==> src/rtl/csel_adder_pipe.sv <==
// Two-stage pipelined carry-select adder with valid/ready handshakes.
// Stage 1 precomputes per-block sums for both carry-ins; stage 2 resolves the select chain.
module csel_adder_pipe #(
    parameter int WIDTH = 16,
    parameter int BLK   = 4
) (
    input  logic             clk,
    input  logic             rst_n,
    input  logic             in_valid,
    output logic             in_ready,
    input  logic [WIDTH-1:0] a,
    input  logic [WIDTH-1:0] b,
    input  logic             cin,
    output logic             out_valid,
    input  logic             out_ready,
    output logic [WIDTH-1:0] sum,
    output logic             cout
);

    localparam int NBLK = WIDTH / BLK;

    // Block 0 lives in the carry-in-0 vectors and holds the true sum/carry.
    logic [WIDTH-1:0]   w_sum0;
    logic [WIDTH-1:BLK] w_sum1;
    logic [NBLK-1:0]    w_c0;
    logic [NBLK-1:1]    w_c1;

    logic [WIDTH-1:0]   r_sum0;
    logic [WIDTH-1:BLK] r_sum1;
    logic [NBLK-1:0]    r_c0;
    logic [NBLK-1:1]    r_c1;
    logic               r_s1_valid;

    logic [WIDTH-1:0]   r_sum;
    logic               r_cout;
    logic               r_out_valid;

    logic               w_s2_adv;
    logic               w_s1_adv;
    logic               w_in_fire;
    logic [WIDTH-1:0]   w_sel_sum;
    logic               w_sel_cout;

    assign w_s2_adv  = !r_out_valid || out_ready;
    assign w_s1_adv  = !r_s1_valid || w_s2_adv;
    assign w_in_fire = in_valid && w_s1_adv;

    assign in_ready  = w_s1_adv;
    assign out_valid = r_out_valid;
    assign sum       = r_sum;
    assign cout      = r_cout;

    assign {w_c0[0], w_sum0[BLK-1:0]} =
        {1'b0, a[BLK-1:0]} + {1'b0, b[BLK-1:0]} + {{BLK{1'b0}}, cin};

    for (genvar k = 1; k < NBLK; k++) begin : g_blk
        assign {w_c0[k], w_sum0[k*BLK +: BLK]} =
            {1'b0, a[k*BLK +: BLK]} + {1'b0, b[k*BLK +: BLK]};
        assign {w_c1[k], w_sum1[k*BLK +: BLK]} =
            {1'b0, a[k*BLK +: BLK]} + {1'b0, b[k*BLK +: BLK]} + {{BLK{1'b0}}, 1'b1};
    end

    // NOTE: every output of a combinational block gets a value before any branch, so no latch is inferred.
    always_comb begin : p_select
        logic v_c;
        w_sel_sum            = '0;
        v_c                  = r_c0[0];
        w_sel_sum[BLK-1:0]   = r_sum0[BLK-1:0];
        for (int k = 1; k < NBLK; k++) begin
            w_sel_sum[k*BLK +: BLK] = v_c ? r_sum1[k*BLK +: BLK] : r_sum0[k*BLK +: BLK];
            v_c                     = v_c ? r_c1[k] : r_c0[k];
        end
        w_sel_cout = v_c;
    end

    // NOTE: registers use non-blocking assignments so every stage samples pre-edge values.
    always_ff @(posedge clk or negedge rst_n) begin
        if (!rst_n) begin
            r_s1_valid <= 1'b0;
            r_sum0     <= '0;
            r_sum1     <= '0;
            r_c0       <= '0;
            r_c1       <= '0;
        end else if (w_s1_adv) begin
            r_s1_valid <= w_in_fire;
            if (w_in_fire) begin
                r_sum0 <= w_sum0;
                r_sum1 <= w_sum1;
                r_c0   <= w_c0;
                r_c1   <= w_c1;
            end
        end
    end

    always_ff @(posedge clk or negedge rst_n) begin
        if (!rst_n) begin
            r_out_valid <= 1'b0;
            r_sum       <= '0;
            r_cout      <= 1'b0;
        end else if (w_s2_adv) begin
            r_out_valid <= r_s1_valid;
            if (r_s1_valid) begin
                r_sum  <= w_sel_sum;
                r_cout <= w_sel_cout;
            end
        end
    end

endmodule

==> config.mk <==
export PLATFORM = sky130hd
export DESIGN_NAME = csel_adder_pipe
export DESIGN_NICKNAME = d
export VERILOG_FILES = /design/src/rtl/csel_adder_pipe.sv
export SDC_FILE = /design/constraint.sdc
export NUM_CORES = 1
export LEC_CHECK = 0
export CAP_MARGIN = 20
export CORE_ASPECT_RATIO = 2
export CORE_MARGIN = 4
export CORE_UTILIZATION = 50
export DETAILED_ROUTE_END_ITERATION = 7
export GPL_ROUTABILITY_DRIVEN = 0
export GPL_TIMING_DRIVEN = 0
export HOLD_SLACK_MARGIN = 0.15
export PLACE_DENSITY = 0.74
export SLEW_MARGIN = 0
export SYNTH_ARGS = -nofsm -noshare
export SYNTH_HDL_FRONTEND = slang
export SYNTH_SLANG_ARGS = --single-unit
==> constraint.sdc <==
create_clock -name clk -period 2.3 [get_ports clk]
set_input_delay 0.345 -clock clk [delete_from_list [all_inputs] [get_ports clk]]
set_output_delay 0.345 -clock clk [all_outputs]
set_load 0.1 [all_outputs]
* Yosys cells after proc, flatten, opt, wreduce, memory -nomap -nowiden
Cells that the tools add are included.
** Storage, ports and cells
- Bits of input ports :: 37
- Logic and storage cells :: 29
- Bits in registers :: 54
- Output and inout port bits :: 19
** Operators by class
- Add/subtract/negate cells :: 8
- Muxes and demuxes :: 6
- Reduce and logical (&&, ||, !) cells :: 7
** Operators with widths (count)
- 4-bit by 4-bit adder with 5-bit output :: 4
- 5-bit by 1-bit adder with 5-bit output, second input constant :: 3
- 4-bit two-way mux :: 3
- 5-bit by 1-bit adder with 5-bit output :: 1
- 2-bit AND reduction :: 2
- 1-bit two-way mux :: 3
- 1-bit logical NOT :: 2
- 1-bit logical OR :: 2
- 1-bit logical AND :: 1

* Depth between registers and ports, before layout
- Depth after elaboration :: 5
- Gate-level depth with buffers :: 9
- Depth with buffers taken out :: 9

* Least setup slack after synthesis
Ideal clock, no wire load.
- Path kind :: reg2reg
- From :: register r_out_valid (netlist: out_valid)
- To :: register r_sum0[12]
- Path buffers :: 1
- Path slack :: -0.924 ns
- Clock period less this slack :: 3.224 ns
- Library setup time :: 0.125 ns
- Data required time :: 2.175 ns
- Arrival :: 3.099 ns
- Cell stages (with the launch flop) :: 5
- Cell sequence :: dfrtp_1 nand3b_1 nand2_1 clkbuf_1 mux2_2
** Between the ends
- Longest elaborated chain between the ends :: 5
** RTL lines
- start: declaration :: RTL line 36 : logic r_out_valid;
- start signal: assignment :: RTL line 101 : r_out_valid <= r_s1_valid;
- 1-bit logical NOT * :: RTL line 44 : assign w_s2_adv = !r_out_valid || out_ready;
- 1-bit logical OR * :: RTL line 44
- 1-bit logical OR * :: RTL line 45 : assign w_s1_adv = !r_s1_valid || w_s2_adv;
- via in_ready :: RTL line 10 : output logic in_ready,
- 1-bit logical AND :: RTL line 46 : assign w_in_fire = in_valid && w_s1_adv;
- 2-bit AND reduction (no line) *
- end signal: assignment :: RTL line 87 : r_sum0 <= w_sum0;
- end: declaration :: RTL line 28 : logic [WIDTH-1:0] r_sum0;
The timed path passes the listed nets; every way through them passes the cells marked *.
A chain may end at the register's enable or synchronous reset.

* Final worst setup path
- From :: input out_ready
- To :: output in_ready
** Between the ends
- Longest elaborated chain between the ends :: 2
** RTL lines
- start: declaration :: RTL line 15 : input logic out_ready,
- 1-bit logical OR :: RTL line 44
- 1-bit logical OR :: RTL line 45
- end: declaration :: RTL line 10
No other way between the ends.

==> reports/metrics.cfg <==
[floorplan]
die_area_um2=7200
start_util=0.512
fp.dieW_um=62.1
fp.dieH_um=116
io_pins=56
core_um2=5710
row_count=39

[route]
drt_iter0_drc=69
viasPerCell=5.53
drcViolationCount=0
ant_nets=0
wl_per_cell_um=15.2
drt_first_pass_iters=4
vias=2246
drt_wl_total_mm=6.17

[setup_path]
worstRegToRegCells=5
path_class=in2out
crit_required_ns=1.96
cp-end-kind=primary output
cp_max_fo=4
arrival_ns=1.88
cp-start-kind=primary input

[power]
ir_drop_v=0.00101
cellLeakagePower_nw=1.84
powerDensity_nw_per_um2=980
finalPower_mw=3.77

[timing]
final_max_slew_viol_count=0
hold_viol=0
relSlewSlack=0.351
post-route-period-util=0.966
tightest_slew_ns=0.971
rsz0062_at_grt=false
setup_viol=0
min_period_ns=2.22
fmax_mhz=450
fin_skew_ns=0.00695

[yosys]
avgSynthCellArea_um2=10.5
syn_inst=277
synth_top_area_cell=dfrtp_1
synth_area_um2=2920
synth_top_cell_area_share=0.463
ys_seq_area_frac=0.463
synthDistinctLibCells=31
ys_top_cells_by_area=dfrtp_1 46%, ha_1 7.7%, nand2_1 7.6%, o21ai_0 5.7%, mux2i_1 4.5%
ys_warn_count=0
ys_ff_latch=54
syn_nets=337

[clock_tree]
numCtsBuffers=5
clk_latency_ns=0.29
clkSinkCount=54
clock-root-buffer=clkbuf_16
h-tree-depth=2
clk_pin_slew_worst_paths_ns=0.06
cts.path.max_buffers=2
cts_tree=built

[min_path]
whs_path_depth=2
min_path_type=reg2reg

[cells_and_area]
drive_gt1_frac=0.139
area_growth_pct=31.7
nets=404
n_antenna_cell=0
final_area_um2=3850

[grt]
track_usage=0.194
grt_max_degree=36
grt_pass1_vias=2306
antenna_found_initial=0
grt_remaining_overflow=0
grt_pass1_wl_mm=10.3

[placed_design]
dpl.hpwl_mm=4.80
io_buffers=55
place_area_um2=3610

[run_status]
status=finished clean

[flow_run]
max_cap_violations=0

==> routing by layer <==
metal,global-route usage,vias up,part of all wire
li1,-,1084,-
met1,0.212,1109,0.37
met2,0.357,46,0.58
met3,0.0332,7,0.036
met4,0.0652,0,0.018
met5,0,-,0
==> final cells by class <==
| type | instances | area [µm²] |
|---|---|---|
| Buffer | 10 | 61.3 |
| Clock buffer | 7 | 143 |
| Sequential cell | 54 | 1360 |
| Timing Repair Buffer | 60 | 608 |
| Multi-Input combinational cell | 199 | 1550 |
| Inverter | 14 | 52.6 |
| Tap cell | 61 | 76.3 |
| Fill cell | 466 | 1860 |
| Clock inverter | 1 | 5.00 |
==> state kept, by name, summed over array words and instances (netlist names) <==
signal      flops
cout            1
out_valid       1
r_c0            4
r_c1            3
r_s1_valid      1
r_sum0         16
r_sum1         12
sum            16
==> logic make-up after synthesis <==
family | after synthesis | share of synthesized area
AOI/OAI and AO/OA | 59 | 0.128
and+or+nand+nor | 80 | 0.117
adders and majority gates | 23 | 0.111
xor gates and xnor gates | 12 | 0.0501
buffers and inverters | 24 | 0.0321
muxes | 25 | 0.0985
DFF | 54 | 0.463
==> cells in the mapped netlist, drive strengths merged <==
library cell / count
nor2b: 3
o22a: 1
xor2: 7
a2111o: 6
xnor2: 2
nand2: 59
nor2: 4
nor4: 1
o211ai: 2
mux2: 10
nand2b: 3
clkbuf: 9
fa: 5
o31a: 1
nand3b: 1
xnor3: 3
mux2i: 15
o21a: 2
and3: 1
a21oi: 8
and2: 2
o21ai: 33
o31ai: 2
inv: 14
nor3b: 2
dfrtp: 54
nand3: 4
ha: 18
a21o: 4
buf: 1
==> through the flow <==
stage / TNS [ns] / utilization / setup WS, ns / hold slack (ns) / cells
after floorplan: -2.85 / - / -0.198 / 0.0494 / 277
after global placement: -40.48 / 0.631 / -1.06 / 0.454 / 393
after detailed placement: -2.04 / 0.633 / -0.595 / 0.326 / 394
after CTS: -0.236 / 0.668 / -0.236 / 0.482 / 405
after global routing: 0 / 0.674 / 0.00543 / 0.504 / 406
final: 0 / 0.674 / 0.0773 / 0.475 / 406
==> path summary, 6_finish.rpt <==
kind	from	end	slack, ns
worst min register to register	sum[14]	sum[14]	0.48
worst max register to register	r_c0[0]	cout	0.45
min in group asynchronous	rst_n	r_sum0[10]	0.54
worst max-delay path	out_ready	in_ready	0.08
max in group asynchronous	rst_n	out_valid	1.21
worst min-delay path	sum[14]	sum[14]	0.48
==> what timing repair did <==
item,CTS,global route
buffers inserted,2,1
hold buffers,1,0
pin swaps,7,10
setup endpoints to repair,3,4
gates resized for setup,13,12
hold endpoints to repair,19,0
==> power by group <==
group | leakage [nW] | internal, mW | switching [mW]
clock | 0.0739 | 0.432 | 0.318
sequential | 0.657 | 1.19 | 0.129
combinational | 1.11 | 0.546 | 1.16
==> critical path, cell delays in order <==
cell and delay, ns:
clkdlybuf4s50_1 0.46, nand3b_1 0.20, clkdlybuf4s15_1 0.86
==> placed cells by master (no fill, tap or decap), drive strengths merged, types with 3 or more instances in the layout <==
master         instances
a2111o                 6
a21o                   4
a21oi                  8
buf                    6
clkbuf                16
clkdlybuf4s50         46
dfrtp                 54
dlymetal6s2s           5
fa                     5
ha                    18
inv                   14
mux2                  10
mux2i                 15
nand2                 59
nand2b                 3
nand3                  4
nor2                   4
nor2b                  3
o21ai                 33
xnor3                  3
xor2                   7
No activity file was read; power rests on OpenSTA's default activity.
